===== src/rtl/bus_reader_373_pkg.sv =====
// Shared definitions for the '373 bus reader.
// Holds the controller state encoding, the default timing parameters
// (used by both the RTL and the testbench), and the helper that turns a
// source number into its active-low output-enable pattern.
package bus_reader_373_pkg;

    // Controller states.
    typedef enum logic [1:0] {
        ST_IDLE  = 2'd0,
        ST_DRIVE = 2'd1,
        ST_HOLD  = 2'd2,
        ST_GAP   = 2'd3
    } state_t;

    // Default timing: cycles a source is enabled before sampling, and the
    // idle gap with every source disabled after a completed read.
    localparam int DEF_SETTLE_CYCLES = 2;
    localparam int DEF_TURNAROUND    = 1;

    // Active-low enable pattern with only the selected source's bit low.
    function automatic logic [7:0] oe_for_addr(input logic [2:0] a);
        return ~(8'b0000_0001 << a);
    endfunction

endpackage


===== src/rtl/delay_counter.sv =====
// delay_counter: 4-bit loadable down-counter with a zero flag.
// Ports:
//   clk        - system clock, rising edge
//   reset      - synchronous active-high reset, clears the count
//   load       - load load_value on this edge (wins over dec)
//   load_value - value to load
//   dec        - decrement on this edge; saturates at zero
//   zero       - count is currently zero
module delay_counter (
    input  logic       clk,
    input  logic       reset,
    input  logic       load,
    input  logic [3:0] load_value,
    input  logic       dec,
    output logic       zero
);

    logic [3:0] count_r;

    // Count register: reset, load, or saturating decrement.
    always_ff @(posedge clk) begin
        if (reset) begin
            count_r <= 4'd0;
        end else if (load) begin
            count_r <= load_value;
        end else if (dec && (count_r != 4'd0)) begin
            count_r <= count_r - 4'd1;
        end else begin
            count_r <= count_r;
        end
    end

    assign zero = (count_r == 4'd0);

endmodule


===== src/rtl/bus_reader_373.sv =====
// bus_reader_373: reads one byte at a time from eight '373-style latches
// sharing a tristate bus. A request selects a source, its output enable is
// held low for SETTLE_CYCLES cycles, the bus is captured, and the result is
// held until acknowledged, followed by TURNAROUND idle cycles.
// Ports:
//   clk     - system clock, rising edge
//   reset   - synchronous active-high reset
//   req     - read request, accepted only while ready=1
//   addr    - source select, captured with req
//   ready   - controller idle, a request may be accepted
//   bus_in  - shared data bus
//   oe_n    - per-source active-low output enables
//   data    - last captured bus value
//   valid   - data holds a completed, unacknowledged read
//   ack     - consumer accepts data (only meaningful while valid=1)
module bus_reader_373
    import bus_reader_373_pkg::*;
#(
    parameter int SETTLE_CYCLES = DEF_SETTLE_CYCLES,
    parameter int TURNAROUND    = DEF_TURNAROUND
) (
    input  logic       clk,
    input  logic       reset,
    input  logic       req,
    input  logic [2:0] addr,
    output logic       ready,
    input  logic [7:0] bus_in,
    output logic [7:0] oe_n,
    output logic [7:0] data,
    output logic       valid,
    input  logic       ack
);

    // The shared counter is loaded with (cycles - 1): the state is left on
    // the edge where the counter already reads zero, so a load of N-1 gives
    // exactly N cycles in DRIVE or GAP.
    localparam logic [3:0] SETTLE_LOAD = 4'(SETTLE_CYCLES - 1);
    localparam logic [3:0] TURN_LOAD   = (TURNAROUND > 0) ? 4'(TURNAROUND - 1) : 4'd0;
    localparam bit         HAS_GAP     = (TURNAROUND > 0);

    state_t     state_r;
    logic       ready_r;
    logic [7:0] oe_n_r;
    logic [7:0] data_r;
    logic       valid_r;

    logic       cnt_load_s;
    logic [3:0] cnt_load_val_s;
    logic       cnt_dec_s;
    logic       cnt_zero_s;

    delay_counter u_delay_counter (
        .clk        (clk),
        .reset      (reset),
        .load       (cnt_load_s),
        .load_value (cnt_load_val_s),
        .dec        (cnt_dec_s),
        .zero       (cnt_zero_s)
    );

    // Counter control: load on entry to a timed state, count down inside it.
    always_comb begin
        cnt_load_s     = 1'b0;
        cnt_load_val_s = 4'd0;
        cnt_dec_s      = 1'b0;
        case (state_r)
            ST_IDLE: begin
                if (req) begin
                    cnt_load_s     = 1'b1;
                    cnt_load_val_s = SETTLE_LOAD;
                end else begin
                    cnt_load_s = 1'b0;
                end
            end
            ST_DRIVE: begin
                if (!cnt_zero_s) begin
                    cnt_dec_s = 1'b1;
                end else begin
                    cnt_dec_s = 1'b0;
                end
            end
            ST_HOLD: begin
                if (ack) begin
                    cnt_load_s     = 1'b1;
                    cnt_load_val_s = TURN_LOAD;
                end else begin
                    cnt_load_s = 1'b0;
                end
            end
            ST_GAP: begin
                if (!cnt_zero_s) begin
                    cnt_dec_s = 1'b1;
                end else begin
                    cnt_dec_s = 1'b0;
                end
            end
            default: begin
                cnt_load_s = 1'b0;
                cnt_dec_s  = 1'b0;
            end
        endcase
    end

    // Controller FSM with all outputs registered. The selected source is
    // kept only in decoded form (oe_n_r), so later addr changes have no effect.
    always_ff @(posedge clk) begin
        if (reset) begin
            state_r <= ST_IDLE;
            ready_r <= 1'b1;
            oe_n_r  <= 8'hFF;
            data_r  <= 8'h00;
            valid_r <= 1'b0;
        end else begin
            case (state_r)
                ST_IDLE: begin
                    if (req) begin
                        oe_n_r  <= oe_for_addr(addr);
                        ready_r <= 1'b0;
                        state_r <= ST_DRIVE;
                    end
                end
                ST_DRIVE: begin
                    if (cnt_zero_s) begin
                        data_r  <= bus_in;
                        valid_r <= 1'b1;
                        oe_n_r  <= 8'hFF;
                        state_r <= ST_HOLD;
                    end
                end
                ST_HOLD: begin
                    // ack can only be seen here, i.e. after valid is already high.
                    if (ack) begin
                        valid_r <= 1'b0;
                        if (HAS_GAP) begin
                            state_r <= ST_GAP;
                        end else begin
                            state_r <= ST_IDLE;
                            ready_r <= 1'b1;
                        end
                    end
                end
                ST_GAP: begin
                    if (cnt_zero_s) begin
                        state_r <= ST_IDLE;
                        ready_r <= 1'b1;
                    end
                end
                default: begin
                    state_r <= ST_IDLE;
                    ready_r <= 1'b1;
                    oe_n_r  <= 8'hFF;
                    valid_r <= 1'b0;
                end
            endcase
        end
    end

    assign ready = ready_r;
    assign oe_n  = oe_n_r;
    assign data  = data_r;
    assign valid = valid_r;

endmodule


===== config.mk =====
export PLATFORM = sky130hd
export DESIGN_NAME = bus_reader_373
export DESIGN_NICKNAME = d
export VERILOG_FILES = /design/src/rtl/bus_reader_373_pkg.sv /design/src/rtl/delay_counter.sv /design/src/rtl/bus_reader_373.sv
export SDC_FILE = /design/constraint.sdc
export NUM_CORES = 1
export LEC_CHECK = 0
export ABC_AREA = 1
export ABC_CLOCK_PERIOD_IN_PS = 3400
export BUFFER_PORTS_ARGS = -buffer_cell sky130_fd_sc_hd__buf_2
export CORE_MARGIN = 2
export CORE_UTILIZATION = 58
export CTS_BUF_LIST = sky130_fd_sc_hd__clkbuf_4 sky130_fd_sc_hd__clkbuf_8
export CTS_CLUSTER_SIZE = 16
export DETAILED_ROUTE_END_ITERATION = 6
export PLACE_DENSITY = 0.92
export SYNTH_ARGS = -nofsm -noshare
export SYNTH_HDL_FRONTEND = slang
export SYNTH_SLANG_ARGS = --single-unit

===== constraint.sdc =====
create_clock -name clk -period 3.4 [get_ports clk]
set_input_delay 0.34 -clock clk [delete_from_list [all_inputs] [get_ports clk]]
set_output_delay 0.34 -clock clk [all_outputs]
set_load 0.01 [all_outputs]

==> results.cfg <==
[synth]
yosys_most_used_dff = dfxtp_1
synth_edf_count = 0
synth_warnings = 0
yosysUniqueCellTypes = 18
synth_top_area_share_pct = 39.2
async_reset_ff_share_pct = 0
synth.cell_area_sq_um = 1230
syn_area_per_cell_sq_um = 7.09
syn_inst = 173
yosysSeqAreaShare_pct = 39.2
ys_seq_elements = 24
ys_top_cells_by_area = dfxtp_1, nand2_1, nand3_1
yosysTopAreaCell = dfxtp_1
syn_nets = 194

[setup_path]
path_delay_family = adder cells
cp_slowest_cell = ha_1
critical_path_buf_inv_count = 1
cp.required_ns = 3.59
start_kind = register
rrSetupSlack_ns = 1.67
cp_max_fo = 15
reg2reg_from = state_r[1]
crit_arrival_ns = 1.92
worst_r2r_endpoint = oe_n[0]
worst-r2r-cell-count = 6
cp-end-kind = register
max_stage_delay_ns = 0.52
critical_path_class = reg -> reg
crit_chain = inv_1 -> ha_1 -> o21a_1 -> nand2_4 -> nand2_1 -> nand3_1

[floorplanning]
ios = 33
fp.coreArea_sq_um = 1980
die_area_sq_um = 2500
start_util_pct = 61.9
die_h_um = 50.0
std_cell_rows = 16
die_w_um = 50.0

[sta]
finalClockSkew_ns = 0.00151
finalHoldViolations = 0
fmax_mhz = 579
worst_slew_pin_slew_ns = 0.564
setup_tns_ns = 0
grt_setup_unrepaired = false
slew_headroom_pct = 62.4
period_share_pct = 50.8
timing.final.crit_period_ns = 1.73
setup_slack_ns = 1.67
setup_viol = 0
slew_viol_final = 0

[detailed_routing]
wl_um = 2540
final_antenna_net_count = 0
drtPass1Iterations = 4
drc_errors = 0
via_per_inst = 5.09
vias = 1170
routedWlPerCell_um = 11.0
drt_iter0_drc = 28

[power_and_ir_drop]
p_per_area_nw_per_um2 = 936
comb_power_share_pct = 57.4
p_int_w = 0.000694
peakVddDrop_mv = 0.487
p_sw_share_pct = 47.1
pwr-share-clk_pct = 8.9
leakagePower_nw = 0.734
p_sw_w = 0.000619
p_seq_share_pct = 33.7

[cts]
clock-root-buffer = clkbuf_4
clk_pin_slew_worst_paths_ns = 0.12
cts_buffers = 3
hold_buffers = 0
cts-resized-gates = 0
post-cts-setup-buffer-count = 0
tritoncts = done
h-tree-depth = 1
clk_path_buf_depth = 2
cts.sinks = 24
insertion_delay_ns = 0.30

[global_routing]
grt_pass1_wl_um = 4480
grt_usage_pct = 22.7
overflow = 0
grt_pass1_vias = 1124
grt_max_degree = 16
antenna_found_initial = 0

[worst_hold_path]
hp-start = bus_in[7]
hold_end = data[7]
worst_hold_path.num_cells = 3
hp-class = in -> reg

[run]
drv_cap = 0

[place]
placed_cells = 227
hpwlAfterDp_um = 2000
port_buffers = 32
dpl_cell_area_sq_um = 1380
post-place-ws_ns = 1.68
gp_congestion = 0.843

[run_status]
status = finished, final reports clean

[finish]
final_cell_area_sq_um = 1400
nNetsFinal = 226
layout_common_cells = nand2_1, buf_2, nand3_1
final_common_cell = nand2_1
finalNonFillerCells = 230
area.growth.synth_to_final_pct = 14.3
utilization_pct = 70.7
antenna_cells = 0
drive_gt1_share_pct = 23.2
==> power groups by stage <==
stage                     clock network (W)  registers (W)  logic [W]
final                              0.000117       0.000442   0.000753
after global routing               0.000133       0.000455   0.000859
after CTS                          0.000120       0.000442   0.000754
after detailed placement                  0       0.000449   0.000751
after global placement                    0       0.000443   0.000716
after floorplan                           0       0.000480   0.000568
==> worst register-to-register path, delay by kind of cell, from the launching register on <==
kind	cells	cell delay, ns
AOI/OAI and AO/OA	1	0.38
adders and majority gates	1	0.52
buffers and inverters	1	0.10
DFF	1	0.35
and+or+nand+nor	3	0.27
==> metal layers <==
metal  wire (um)  share of wire (%)  global-route usage, %  vias up
li1            -                  -                      -      608
met1        1130                 44                   27.7      522
met2        1210                 48                   39.7       36
met3         158                6.2                   3.94        4
met4          37                1.5                   7.87        0
met5           0                  0                      0        -
==> cell usage after synthesis (3+ instances only) <==
| cell | n |
|---|---|
| a21oi_1 | 11 |
| buf_6 | 3 |
| dfxtp_1 | 24 |
| ha_1 | 6 |
| inv_1 | 18 |
| nand2_1 | 47 |
| nand2_4 | 4 |
| nand3_1 | 30 |
| nor2_1 | 16 |
==> registers in the layout (all words and copies together), names as in the netlist <==
| register | cells |
|---|---|
| data | 8 |
| oe_n | 8 |
| u_delay_counter.count_r | 4 |
| state_r | 2 |
| ready | 1 |
| valid | 1 |
==> metrics by stage <==
step                hold slack, ns  power, W
floorplan                    0.485   0.00105
global placement             0.437   0.00116
detailed placement           0.441   0.00120
CTS                          0.293   0.00132
global route                 0.296   0.00145
finish                       0.298   0.00131
==> area by class of cell <==
class	instances	area [sq um]
Tap cell	27	33.8
Inverter	20	75.1
Timing Repair Buffer	32	160
Clock buffer	3	22.5
Fill cell	172	581
Sequential cell	24	480
Multi-Input combinational cell	124	629
==> logic make-up after synthesis <==
group | share of synthesized area, %
compound gates | 6.53
buf+inv | 9.49
fa+ha+maj | 6.12
simple gates | 38.7
flops | 39.2
==> worst max path at each step <==
| stage | end | startpoint | slack [ns] | depth (start not counted) |
|---|---|---|---|---|
| floorplan | oe_n[0] | state_r[0] | 2.10 | 8 |
| global placement | oe_n[2] | state_r[1] | 1.78 | 6 |
| detailed placement | oe_n[0] | state_r[1] | 1.68 | 6 |
| CTS | oe_n[0] | state_r[1] | 1.67 | 6 |
| global route | oe_n[3] | state_r[1] | 1.46 | 6 |
| finish | oe_n[0] | state_r[1] | 1.67 | 6 |
Note: power is estimated with default switching activity, not from simulation.
